<file path="src/rtl/alu_pkg.sv">
// rtl/alu_pkg.sv - shared opcodes, controller states and defaults for the ALU issue path
package alu_pkg;

    typedef enum logic [2:0] {
        OP_AND = 3'd0,
        OP_OR  = 3'd1,
        OP_XOR = 3'd2,
        OP_NOT = 3'd3,
        OP_ADD = 3'd4,
        OP_SUB = 3'd5,
        OP_MUL = 3'd6,
        OP_DIV = 3'd7
    } alu_op_e;

    typedef enum logic [1:0] {
        ST_IDLE  = 2'd0,
        ST_ISSUE = 2'd1,
        ST_WAIT  = 2'd2,
        ST_RESP  = 2'd3
    } ctrl_state_e;

    localparam int FIXED_LAT_DEF = 1;
    localparam int TIMEOUT_DEF   = 32;

    function automatic logic is_multicycle(input logic [2:0] op);
        return (op == OP_MUL) || (op == OP_DIV);
    endfunction

endpackage

</file>
<file path="src/rtl/alu_issue_ctrl_if.sv">
// rtl/alu_issue_ctrl_if.sv - request, unit-bank and response signals of the ALU issue controller
interface alu_issue_ctrl_if;

    logic        req_valid;
    logic        req_ready;
    logic [2:0]  req_op;
    logic [7:0]  req_a;
    logic [7:0]  req_b;

    logic        start;
    logic [2:0]  op_sel;
    logic [7:0]  a_out;
    logic [7:0]  b_out;
    logic [15:0] unit_res;
    logic        unit_done;

    logic        rsp_valid;
    logic        rsp_ready;
    logic [15:0] rsp_res;
    logic        rsp_err;
    logic        busy;

    modport master (
        input  req_valid, req_op, req_a, req_b, unit_res, unit_done, rsp_ready,
        output req_ready, start, op_sel, a_out, b_out, rsp_valid, rsp_res, rsp_err, busy
    );

    modport slave (
        output req_valid, req_op, req_a, req_b, unit_res, unit_done, rsp_ready,
        input  req_ready, start, op_sel, a_out, b_out, rsp_valid, rsp_res, rsp_err, busy
    );

endinterface

</file>
<file path="src/rtl/alu_wait_cnt.sv">
// rtl/alu_wait_cnt.sv - clearable saturating cycle counter with a reach-terminal flag
module alu_wait_cnt #(
    parameter int MAX = 32,
    parameter int W   = $clog2(MAX + 1)
) (
    input  logic         clk,
    input  logic         rst,
    input  logic         i_clr,
    input  logic         i_en,
    output logic [W-1:0] o_cnt,
    output logic         o_hit
);

    logic [W-1:0] r_cnt;

    always_ff @(posedge clk) begin
        if (rst) begin
            r_cnt <= '0;
        end else if (i_clr) begin
            r_cnt <= '0;
        end else if (i_en && (r_cnt != W'(MAX))) begin
            r_cnt <= r_cnt + 1'b1;
        end
    end

    // High in the enabled cycle whose increment brings the count to MAX (or once saturated).
    assign o_hit = i_en && (r_cnt >= W'(MAX - 1));
    assign o_cnt = r_cnt;

endmodule

</file>
<file path="src/rtl/alu_issue_ctrl.sv">
// rtl/alu_issue_ctrl.sv - accepts one ALU op, pulses start to the unit bank and returns the captured result
module alu_issue_ctrl
    import alu_pkg::*;
#(
    parameter int FIXED_LAT = FIXED_LAT_DEF,
    parameter int TIMEOUT   = TIMEOUT_DEF
) (
    input  logic             clk,
    input  logic             rst,
    alu_issue_ctrl_if.master bus
);

    localparam int CW = $clog2(TIMEOUT + 1);

    ctrl_state_e   r_state;
    ctrl_state_e   w_state_next;

    logic [2:0]    r_op;
    logic [7:0]    r_a;
    logic [7:0]    r_b;
    logic [15:0]   r_res;
    logic          r_err;

    logic          w_accept;
    logic          w_cnt_clr;
    logic          w_cnt_en;
    logic          w_cap_ok;
    logic          w_cap_err;
    logic [CW-1:0] w_cnt;
    logic          w_cnt_hit;

    alu_wait_cnt #(
        .MAX (TIMEOUT)
    ) u_wait_cnt (
        .clk   (clk),
        .rst   (rst),
        .i_clr (w_cnt_clr),
        .i_en  (w_cnt_en),
        .o_cnt (w_cnt),
        .o_hit (w_cnt_hit)
    );

    always_ff @(posedge clk) begin
        if (rst) begin
            r_state <= ST_IDLE;
        end else begin
            r_state <= w_state_next;
        end
    end

    always_comb begin
        w_state_next = r_state;
        w_accept     = 1'b0;
        w_cnt_clr    = 1'b0;
        w_cnt_en     = 1'b0;
        w_cap_ok     = 1'b0;
        w_cap_err    = 1'b0;
        case (r_state)
            ST_IDLE: begin
                if (bus.req_valid) begin
                    w_accept     = 1'b1;
                    w_state_next = ST_ISSUE;
                end
            end
            ST_ISSUE: begin
                w_cnt_clr    = 1'b1;
                w_state_next = ST_WAIT;
            end
            ST_WAIT: begin
                w_cnt_en = 1'b1;
                if (is_multicycle(r_op)) begin
                    // done is checked first so it wins over a coincident timeout
                    if (bus.unit_done) begin
                        w_cap_ok     = 1'b1;
                        w_state_next = ST_RESP;
                    end else if (w_cnt_hit) begin
                        w_cap_err    = 1'b1;
                        w_state_next = ST_RESP;
                    end
                end else if (w_cnt == CW'(FIXED_LAT - 1)) begin
                    w_cap_ok     = 1'b1;
                    w_state_next = ST_RESP;
                end
            end
            ST_RESP: begin
                if (bus.rsp_ready) begin
                    w_state_next = ST_IDLE;
                end
            end
            default: begin
                w_state_next = ST_IDLE;
            end
        endcase
    end

    always_ff @(posedge clk) begin
        if (rst) begin
            r_op  <= '0;
            r_a   <= '0;
            r_b   <= '0;
            r_res <= '0;
            r_err <= 1'b0;
        end else begin
            if (w_accept) begin
                r_op <= bus.req_op;
                r_a  <= bus.req_a;
                r_b  <= bus.req_b;
            end
            if (w_cap_ok) begin
                r_res <= bus.unit_res;
                r_err <= 1'b0;
            end else if (w_cap_err) begin
                r_res <= '0;
                r_err <= 1'b1;
            end
        end
    end

    assign bus.req_ready = (r_state == ST_IDLE);
    assign bus.busy      = (r_state != ST_IDLE);
    assign bus.start     = (r_state == ST_ISSUE);
    assign bus.rsp_valid = (r_state == ST_RESP);
    assign bus.op_sel    = r_op;
    assign bus.a_out     = r_a;
    assign bus.b_out     = r_b;
    assign bus.rsp_res   = r_res;
    assign bus.rsp_err   = r_err;

endmodule

</file>
<file path="src/flat_wrapper.sv">
// flat-port wrapper written by rule: the top's interface ports become plain ports
module alu_issue_ctrl_flat import alu_pkg::*;
#(
    parameter int FIXED_LAT = FIXED_LAT_DEF,
    parameter int TIMEOUT   = TIMEOUT_DEF
)
  (clk, rst, bus_req_valid, bus_req_op, bus_req_a, bus_req_b, bus_unit_res, bus_unit_done, bus_rsp_ready, bus_req_ready, bus_start, bus_op_sel, bus_a_out, bus_b_out, bus_rsp_valid, bus_rsp_res, bus_rsp_err, bus_busy);
  alu_issue_ctrl_if bus_i ();
  input  logic clk;
  input  logic rst;
  input wire logic [$bits(bus_i.req_valid)-1:0] bus_req_valid;
  input wire logic [$bits(bus_i.req_op)-1:0] bus_req_op;
  input wire logic [$bits(bus_i.req_a)-1:0] bus_req_a;
  input wire logic [$bits(bus_i.req_b)-1:0] bus_req_b;
  input wire logic [$bits(bus_i.unit_res)-1:0] bus_unit_res;
  input wire logic [$bits(bus_i.unit_done)-1:0] bus_unit_done;
  input wire logic [$bits(bus_i.rsp_ready)-1:0] bus_rsp_ready;
  output wire logic [$bits(bus_i.req_ready)-1:0] bus_req_ready;
  output wire logic [$bits(bus_i.start)-1:0] bus_start;
  output wire logic [$bits(bus_i.op_sel)-1:0] bus_op_sel;
  output wire logic [$bits(bus_i.a_out)-1:0] bus_a_out;
  output wire logic [$bits(bus_i.b_out)-1:0] bus_b_out;
  output wire logic [$bits(bus_i.rsp_valid)-1:0] bus_rsp_valid;
  output wire logic [$bits(bus_i.rsp_res)-1:0] bus_rsp_res;
  output wire logic [$bits(bus_i.rsp_err)-1:0] bus_rsp_err;
  output wire logic [$bits(bus_i.busy)-1:0] bus_busy;
  assign bus_i.req_valid = bus_req_valid;
  assign bus_i.req_op = bus_req_op;
  assign bus_i.req_a = bus_req_a;
  assign bus_i.req_b = bus_req_b;
  assign bus_i.unit_res = bus_unit_res;
  assign bus_i.unit_done = bus_unit_done;
  assign bus_i.rsp_ready = bus_rsp_ready;
  assign bus_req_ready = bus_i.req_ready;
  assign bus_start = bus_i.start;
  assign bus_op_sel = bus_i.op_sel;
  assign bus_a_out = bus_i.a_out;
  assign bus_b_out = bus_i.b_out;
  assign bus_rsp_valid = bus_i.rsp_valid;
  assign bus_rsp_res = bus_i.rsp_res;
  assign bus_rsp_err = bus_i.rsp_err;
  assign bus_busy = bus_i.busy;
  alu_issue_ctrl #(.FIXED_LAT(FIXED_LAT), .TIMEOUT(TIMEOUT)) u_core (.clk(clk), .rst(rst), .bus(bus_i));
endmodule
</file>
<file path="config.mk">
export PLATFORM = sky130hd
export DESIGN_NAME = alu_issue_ctrl_flat
export DESIGN_NICKNAME = d
export VERILOG_FILES = /design/src/rtl/alu_pkg.sv /design/src/rtl/alu_issue_ctrl_if.sv /design/src/rtl/alu_wait_cnt.sv /design/src/rtl/alu_issue_ctrl.sv /design/src/flat_wrapper.sv
export SDC_FILE = /design/constraint.sdc
export NUM_CORES = 1
export LEC_CHECK = 0
export CAP_MARGIN = 20
export CORE_MARGIN = 2
export CORE_UTILIZATION = 44
export CTS_BUF_LIST = sky130_fd_sc_hd__clkbuf_8 sky130_fd_sc_hd__clkbuf_16
export DETAILED_ROUTE_END_ITERATION = 10
export PLACE_DENSITY_LB_ADDON = 0.15
export REMOVE_ABC_BUFFERS = 1
export SYNTH_ARGS = -nofsm -noshare
export SYNTH_HDL_FRONTEND = slang
export SYNTH_SLANG_ARGS = --single-unit
</file>
<file path="constraint.sdc">
create_clock -name clk -period 5 [get_ports clk]
set_clock_uncertainty 0.05 [all_clocks]
set_input_delay 1.25 -clock clk [delete_from_list [all_inputs] [get_ports clk]]
set_output_delay 1.25 -clock clk [all_outputs]
set_load 0.05 [all_outputs]
</file>
# Word level (Yosys, flattened, before mapping)
# Cells that the tools add are included.
# W data, S select, Z words.
# totals
ff_bits	44
inputBits	40
elab_cells	50
# classes
n_addsub	1
order_cmp	1
eq_ne	10
muxes	21
reduce_logical	10
# ops
operator	count
$mux W16	2
$mux W1	12
$mux W2	6
$pmux W2 S4	1
$add A6 B1 Y6 const B	1
$eq A3 B3 Y1 const B	2
$ge A6 B5 Y1 const B	1
$logic_not A6 Y1	1
$ne A6 B6 Y1 const B	1
$eq A2 B2 Y1 const B	2
$ne A2 B2 Y1 const B	2
$ne A4 B4 Y1 const B	1
$reduce_and A4 Y1	1
$reduce_bool A2 Y1	2
$reduce_or A2 Y1	2
$ne A3 B1 Y1 const B	1
$eq A2 B1 Y1 const B	1
$logic_and A1 B1 Y1	2
$logic_not A2 Y1	1
$logic_or A1 B1 Y1	1

# Longest topological paths before layout
# Gate-level depths: netlist of run 1.
# logic_depth
ltp_word	9
depth_mapped	7

# Hierarchy
# From an unflattened synthesis of run 1, not the netlist that was laid out.
# hier_totals
hier_cells	195
area_unflattened_um2	1833.0
# modules_own_cells
mod	instances	cells_each	area_per_inst_um2
alu_issue_ctrl	1	152	1461.4
alu_wait_cnt	1	43	371.6

# Worst setup path before layout of run 1
# Ideal clock, no wire load.
# synth_path
path_kind	register to output
startpoint	register u_core.r_state[0]
endpoint	output port bus_busy
arrival_ps	1267
t_required_ps	3700
slack_ps	2433
stages_incl_launch_ff	4
path_buffers	0
path_cell_list	dfxtp_1 -> inv_1 -> ha_1 -> inv_1
# synth_via
elab_chain_cells	1
# synth_rtl
item	line	text
start: declaration	alu_issue_ctrl.sv:15	ctrl_state_e r_state;
start signal: assignment	alu_issue_ctrl.sv:47	r_state <= w_state_next;
$reduce_bool A2 Y1	alu_issue_ctrl.sv:120	assign bus.busy = (r_state != ST_IDLE);
end: declaration	flat_wrapper.sv:26	output wire logic [$bits(bus_i.busy)-1:0] bus_busy;
# No other way between the ends.

# Worst setup path after layout of run 1
# Ends and elaborated chain as after synthesis.

==> run summary, run 1 <==
The flow ran to the end, and the final reports show no timing, DRC or antenna violations. The run gives 3700 ps as the critical path required time. Worst hold path startpoint: u_core.bus.b_out[7]. Of all nets on the critical path, the largest fanout is 4. At the pin with the least slew margin, the transition time is 778 ps.

The finished cells cover 0.00265 mm^2. After synthesis, the most frequently instantiated cells are sky130_fd_sc_hd__dfxtp_1, sky130_fd_sc_hd__nand2_1, sky130_fd_sc_hd__a21oi_1, sky130_fd_sc_hd__a22o_1, sky130_fd_sc_hd__inv_1. 0 antenna diodes ended up in the layout.

The worst setup path is of the reg2out kind. The overflow left after global routing was 0; the count of fill cells added during filler insertion was 322. The via count of the first global-routing pass is 1450. The setup slack on the worst flop-to-flop path is 2750 ps. The tools report the number of buffers created by CTS as 5.

The endpoint of the worst register-to-register path is u_core.bus.rsp_res[5]. For the storage element area, the log shows 881 um^2. On the worst path, the slowest cell contributes a delay of 800 ps.

After the first detailed-routing iteration, the DRC count stood at 79. Summing all placed instances gives a cell area of 0.00255 mm^2. The post-cts sizing count came out at 0.

The number of detailed-route iterations in the first pass came out at 4. STA classifies the critical path startpoint as a flip-flop. Among cell families on the critical path, the largest total delay comes from buffers and inverters. The worst register-to-register path has a depth of 5. The cell leakage power was 1.00 nW; the core area was 0.00374 mm^2. For this run, the top clock speed supported by timing is 312 MHz. The fraction of final layout cells sized beyond drive strength 1 is 5.66%. The worst hold path was traced through 2 stages. STA puts the critical path data arrival time at 1900 ps. The tightest min-delay check is of the reg2reg type. In the synthesized netlist, the number of instances is 186. The number of routed nets with antenna violations came out at 0. The shortest period the worst path allows is 3200 ps, and the initial standard-cell utilization of the core is 46.6%. The global placer's final weighted congestion was 0.768; the overall routing resource usage was 19.7%. After detailed routing, the number of remaining DRC violations is 0.

The logs give 0 for the initial antenna violation count and 2 for the H-tree depth. Summing every instance area after synthesis gives 0.00174 mm^2. The max-slew violation count is 0, and the distinct cell type count after synthesis is 33. The number of storage elements in the synthesis netlist works out to 44. The vias after detailed routing came out at 1572. Counting stages on the worst path, the most repeated cell is sky130_fd_sc_hd__inv_1. For the count of maximum capacitance violations, the log shows 0. Yosys attributes the largest share of cell area to sky130_fd_sc_hd__dfxtp_1, sky130_fd_sc_hd__nand2_1, sky130_fd_sc_hd__a22o_1.

The first global-routing pass estimated 6.59 mm of wire. The number of port buffers is 79. Wires add up to 4.18 mm.

The synthesized design devotes to its leading area cell type 50.5% of total area. Once detailed placement completed, the half-perimeter wirelength came to 2.95 mm. After clock tree synthesis, the flow added hold-fix buffers numbering 0.

TritonCTS built the clock tree. For the worst-skew pair, the clock arrives at the later sink with an insertion delay of 300 ps. Sequential elements use 50.5% of the synthesized area. Entering global routing, the biggest net connects 27 pins.

Setup slack closes at 1800 ps. In this run the tightest slew margin relative to its limit is 48.0%. Routed length per placed instance: 13.4 um. The number of hold violations in the final report was 0; the area overhead of the layout relative to synthesis was 52.1%. Yosys instantiated no cell more often than sky130_fd_sc_hd__dfxtp_1.

The worst hold path terminates at u_core.bus.b_out[7]. Worst-case setup slack after placement: 1860 ps. The clock passes through at most 2 buffers. Clock-pin slew on the worst setup and hold paths: 80 ps. The post-layout net count is 310.

The synthesized design spends more area on one cell type than any other, namely sky130_fd_sc_hd__dfxtp_1. For the CTS sink count, the log shows 44. The fraction of synthesis flops using an asynchronous set or reset pin works out to 0%. Setup repair after global routing left no endpoint under its margin. In the synthesized netlist the dominant register cell turns out to be sky130_fd_sc_hd__dfxtp_1.

The finished layout holds 313 standard cells, fillers aside. The category of the worst setup path capture point was a primary output. For this design the top-level I/O count stands at 80. The Yosys step of the flow raised 0 warnings. CTS placed an instance of sky130_fd_sc_hd__clkbuf_8 at the clock tree root. The tools report the maximum resistive drop on vdd as 409 uV. The sum of negative setup slack came out at 0 ps. The slowest cell on the critical path is sky130_fd_sc_hd__clkdlybuf4s50_1. The die is 66.9 um tall.

The startpoint of the lowest-slack register-to-register path is u_core.u_wait_cnt.o_cnt[0]. Dividing total power by cell area gives a power density of 517 mW/mm^2. The total instance count after detailed placement was 305. The chip width works out to 66.9 um. Of the available clock period, the critical path in the final layout requires 64.0%. The run gives 788 um^2 as the footprint of the multi-input gates. The synthesized area per cell is 9.37 um^2, and the number of buffers and inverters on the critical path is 3.

Traced cell by cell, the critical path runs through inv_1 -> ha_1 -> inv_1 -> clkdlybuf4s50_1. In this run, synthesis inferred 0 flip-flops with an integrated enable. After detailed routing, the number of vias per cell comes to 5.02. The initialized floorplan defines 22 standard-cell rows.

Setup violations remaining at the end of the flow were counted as 0. The total die area is 0.00448 mm^2, and the post-CTS setup buffer count is 0.
[metal layers]
metal  track usage, %  up-vias  routed length (um)
li1                 -      796                   -
met1             23.7      724                1860
met2             33.3       47                1970
met3             4.90        5                 298
met4             8.42        0                  54
met5                0        -                   0
[kinds of logic (layout without fill, tap and decap cells)]
family | count (synthesis) | in the layout | share of synthesized area [%]
AOI/OAI and AO/OA | 51 | 51 | 20.7
xor gates and xnor gates | 4 | 4 | 2.01
adders and majority gates | 6 | 6 | 4.31
buffers and inverters | 16 | 95 | 4.24
DFF | 44 | 44 | 50.5
muxes | 2 | 2 | 1.15
and+or+nand+nor | 63 | 63 | 17.1
[flip-flops by register name, summed over array words and instances (netlist names)]
signal	flops
u_core.bus.b_out	8
u_core.bus.a_out	8
u_core.bus.op_sel	3
u_core.bus.rsp_err	1
u_core.bus.rsp_res	16
u_core.u_wait_cnt.o_cnt	6
u_core.r_state	2
[tightest hold or removal path, stage by stage, from the launching register on]
cell and delay (ps):
sky130_fd_sc_hd__dfxtp_1 310, sky130_fd_sc_hd__nand2_1 50, sky130_fd_sc_hd__a21oi_1 50
[metrics by stage]
stage | utilization, % | total power [mW] | hold WS (ps)
finish | 70.8 | 1.37 | 408
global route | 70.8 | 1.45 | 427
CTS | 70.8 | 1.38 | 411
detailed placement | 68.2 | 1.15 | 397
global placement | 68.2 | 1.14 | 392
floorplan | - | 0.925 | 431
[cells in the final DEF (no fill, tap or decap), types with 2 or more instances in the layout]
cell type                         synthesis  final
sky130_fd_sc_hd__a211oi_1                 2      2
sky130_fd_sc_hd__a21oi_1                 23     23
sky130_fd_sc_hd__a22o_1                  16     16
sky130_fd_sc_hd__clkbuf_8                 0      6
sky130_fd_sc_hd__clkdlybuf4s50_1          0     79
sky130_fd_sc_hd__clkinvlp_4               0      2
sky130_fd_sc_hd__dfxtp_1                 44     44
sky130_fd_sc_hd__ha_1                     6      6
sky130_fd_sc_hd__inv_1                    7      7
sky130_fd_sc_hd__mux2i_1                  2      2
sky130_fd_sc_hd__nand2_1                 42     42
sky130_fd_sc_hd__nand2b_1                 4      4
sky130_fd_sc_hd__nand4_1                  2      2
sky130_fd_sc_hd__nor2_1                   5      5
sky130_fd_sc_hd__nor3_1                   2      2
sky130_fd_sc_hd__o21ai_0                  2      2
sky130_fd_sc_hd__or3_1                    2      2
sky130_fd_sc_hd__xnor2_1                  2      2
sky130_fd_sc_hd__xor2_1                   2      2
[area by class of cell]
type | instances | share of cell area [%]
well taps | 48 | 2.27
clock buffers | 6 | 3.11
inverters | 7 | 0.991
clock inverters | 2 | 0.566
repair buffers | 80 | 30.1
multi-input cells | 126 | 29.7
flip-flops and latches | 44 | 33.2
[report_power, final]
group	internal [mW]	switching [mW]	total [mW]
registers	0.418	0.0423	0.460
logic	0.241	0.438	0.679
clock network	0.112	0.120	0.232
total	0.770	0.600	1.37
[how the worst max path moves through the flow]
stage | to | startpoint | slack [ps] | depth (start not counted)
after floorplan | bus_busy | u_core.r_state[0] | 2430 | 3
after global placement | u_core.bus.rsp_res[4] | bus_unit_done | 1850 | 4
after detailed placement | u_core.bus.rsp_res[5] | bus_unit_done | 1860 | 4
after CTS | bus_busy | u_core.r_state[0] | 1790 | 4
after global routing | bus_busy | u_core.r_state[0] | 1690 | 4
final | bus_busy | u_core.r_state[0] | 1800 | 4
Power figures use the tool's default switching activity.
==> run 2, diff against run 1 <==
--- a/config.mk
+++ b/config.mk
@@ -7,7 +7,7 @@
 export LEC_CHECK = 0
 export CAP_MARGIN = 20
 export CORE_MARGIN = 2
-export CORE_UTILIZATION = 44
+export CORE_UTILIZATION = 37
 export CTS_BUF_LIST = sky130_fd_sc_hd__clkbuf_8 sky130_fd_sc_hd__clkbuf_16
 export DETAILED_ROUTE_END_ITERATION = 10
 export PLACE_DENSITY_LB_ADDON = 0.15
==> constraint.sdc (replaced) <==
create_clock -name clk -period 2.7 [get_ports clk]
set_clock_uncertainty 0.05 [all_clocks]
set_input_delay 0.675 -clock clk [delete_from_list [all_inputs] [get_ports clk]]
set_output_delay 0.675 -clock clk [all_outputs]
set_load 0.05 [all_outputs]
==> run summary, run 2 (synthesis results as in run 1) <==
The run finished with clean final reports. The overall routing resource usage was 16.2% (-3.5 points); the fraction of final layout cells sized beyond drive strength 1 was 6.37% (+0.71 points). Walking the worst path, the cells encountered are inv_1 -> ha_1 -> clkdlybuf4s50_1. The logs give 0 (unchanged) for the post-CTS setup buffer count and 2.93 mm (-0.56%) for the estimated wirelength of the detail-placed design. The area growth from synthesis to layout is 54.4%. The slew at the pin closest to its max-slew limit works out to 621 ps (-157 ps). The maximum resistive drop on vdd is 627 uV (+53%). The wire length of the first global-routing pass came out at 6.70 mm (+1.7%).

The slowest stage of the critical path is the sky130_fd_sc_hd__clkdlybuf4s50_1 cell. The setup slack on the worst flop-to-flop path was 770 ps (-1980 ps). The tools report the largest buffer count on any clock path as 2 (unchanged). Leaving out fill and tap cells, the most frequent cell in the layout is sky130_fd_sc_hd__clkdlybuf4s50_1. The run gives 24 (+9.1%) as the number of cell rows. The number of port buffers is 79 (unchanged), and the routed length per placed instance is 12.8 um (-3.9%). Derived from the worst setup path, the maximum achievable clock frequency is 401 MHz.

The number of buffers and inverters on the critical path was 2 (-1). The cell at the root of the clock tree is sky130_fd_sc_hd__clkbuf_8. The core area came out at 0.00444 mm^2 (+19%). The number of hold violations in the final report is 0 (unchanged), and the ratio of final minimum period to clock period is 92.3%. The clock-pin slew on the worst setup and hold paths is 90 ps (about the same).

Largest net degree at the start of global routing: 23 (-15%). On the critical path the largest part of the delay comes from buffers and inverters. The post-layout net count is 312 (+0.65%). The run gives 209 ps (-1590 ps) as the final critical-path setup slack.

The number of violations reported at the end of detailed-routing iteration 0 was 57 (-28%); the overflow left after global routing was 0 (unchanged). For the sum of negative setup slack, the log shows 0 ps (unchanged). The total power divided by cell area works out to 981 mW/mm^2 (+90%). Initial standard-cell utilization of the core: 39.2% (-7.3 points). In the layout the commonest cells are sky130_fd_sc_hd__clkdlybuf4s50_1, sky130_fd_sc_hd__dfxtp_1, sky130_fd_sc_hd__nand2_1. For the clock latency at the later pin of the worst-skew pair, the log shows 300 ps (about the same).

Post-detailed-route via-to-cell ratio: 4.93 (-1.8%). For the DRC violation count after routing, the log shows 0 (unchanged). The max-slew violation count came out at 0 (unchanged). The tools report the number of antenna cells inserted as 0 (unchanged). The tools report the H-tree depth as 2 (unchanged). The final standard cell area without fillers is 0.00269 mm^2 (+1.5%).

Category of the worst setup path capture point: a primary output. TritonCTS built the clock tree. The number of failing setup endpoints in the final timing report came out at 0 (unchanged).

Largest fanout on the critical path: 4 (unchanged). The arrival time at the worst endpoint was 1770 ps (-130 ps). For the number of buffers created by CTS, the log shows 5 (unchanged). The count of fill cells added during filler insertion is 398 (+24%), and the vias after detailed routing is 1574 (+0.13%). Global placer's final weighted congestion: 0.789 (+2.7%).

For the cell leakage power, the log shows 1.04 nW (+3.3%). The worst hold path belongs to the class reg2reg. The number of hold buffers added after CTS was 0 (unchanged); the total die area was 0.00528 mm^2 (+18%).

The tools report the count of maximum capacitance violations as 0 (unchanged). The logs give 0.00257 mm^2 (+0.78%) for the cell area after placement and 788 um^2 (unchanged) for the footprint of the multi-input gates. The worst hold slack is 408 ps (+0.165 ps).

The type of element launching the critical path is a flip-flop. The tools report the CTS sink count as 44 (unchanged). Worst stage delay on the critical path: 820 ps (+20 ps).

For the storage element area, the log shows 881 um^2 (unchanged). After layout, the minimum clock period comes to 2490 ps. Setup repair after global routing left no endpoint under its margin.

The wire length after detailed routing was 4.10 mm (-2.1%). The critical path required time came out at 1980 ps (-1720 ps). The run gives 4 (unchanged) as the number of detailed-route iterations in the first pass.

The post-route total power is 2.64 mW (+93%), and the worst-case setup slack after placement is 414 ps (-1450 ps). The run gives 0 (unchanged) as the number of routed nets with antenna violations. For the headroom to the max-slew limit, the log shows 58.5% (+11 points). For the via count of the first global-routing pass, the log shows 1532 (+5.7%). The run gives 0 (unchanged) as the initial antenna violation count. The number of top-level pins is 80 (unchanged).

The flip-flop count of the largest register after layout works out to 16 (unchanged). The vertical die dimension works out to 72.6 um (+8.5%). The chip width works out to 72.6 um (+8.5%).

The setup path with the least slack is of type reg2out.
[run 2: what timing repair did]
action | 4_1_cts | 5_1_grt
endpoints found under the hold margin | 0 | 0
endpoints found under the setup margin | 0 | 1
resized for setup | 0 | 1
[run 2: worst reg2reg max path: stages, from the launching register on]
cell,delay [ps]
sky130_fd_sc_hd__dfxtp_1,350
sky130_fd_sc_hd__inv_1,70
sky130_fd_sc_hd__ha_1,150
sky130_fd_sc_hd__or4b_4,470
sky130_fd_sc_hd__o32a_4,390
sky130_fd_sc_hd__nor2_8,210
sky130_fd_sc_hd__a22o_1,170
[run 2: layout make-up]
type                       count  share of cell area (%)
sequential                    44                    32.7
clock buffer                   5                    2.56
inverter                       7                   0.976
multi-input combinational    126                    29.3
timing repair buffer          82                    30.3
clock inverter                 3                    1.72
tap                           52                    2.42
[run 2: metrics by stage]
| stage | std cells | utilization (%) |
|---|---|---|
| after floorplan | 177 | - |
| after global placement | 311 | 57.9 |
| after detailed placement | 311 | 57.9 |
| after CTS | 319 | 60.5 |
| after global routing | 319 | 60.6 |
| final | 319 | 60.6 |
[run 2: final timing paths]
| check | from | depth (start not counted) | endpoint |
|---|---|---|---|
| worst min-delay path | u_core.bus.op_sel[0] | 2 | u_core.bus.op_sel[0] |
| worst max-delay path | u_core.r_state[0] | 3 | bus_req_ready |
| worst min register to register | u_core.bus.op_sel[0] | 2 | u_core.bus.op_sel[0] |
| worst max register to register | u_core.u_wait_cnt.o_cnt[0] | 6 | u_core.bus.rsp_res[13] |
[run 2: power by group]
| part | switching [mW] | leakage (nW) | internal (mW) | total (mW) |
|---|---|---|---|---|
| registers | 0.0729 | 0.359 | 0.773 | 0.846 |
| logic | 0.819 | 0.625 | 0.457 | 1.28 |
| clock network | 0.240 | 0.0548 | 0.279 | 0.519 |
| total | 1.13 | 1.04 | 1.51 | 2.64 |
[run 2: routing by layer]
metal | global-route usage, % | vias to the layer above | share of wire (%)
met5 | 0 | - | 0
met4 | 7.20 | 0 | 2.0
met3 | 4.42 | 9 | 6.8
met2 | 27.3 | 50 | 45
met1 | 19.4 | 716 | 46
li1 | - | 799 | -
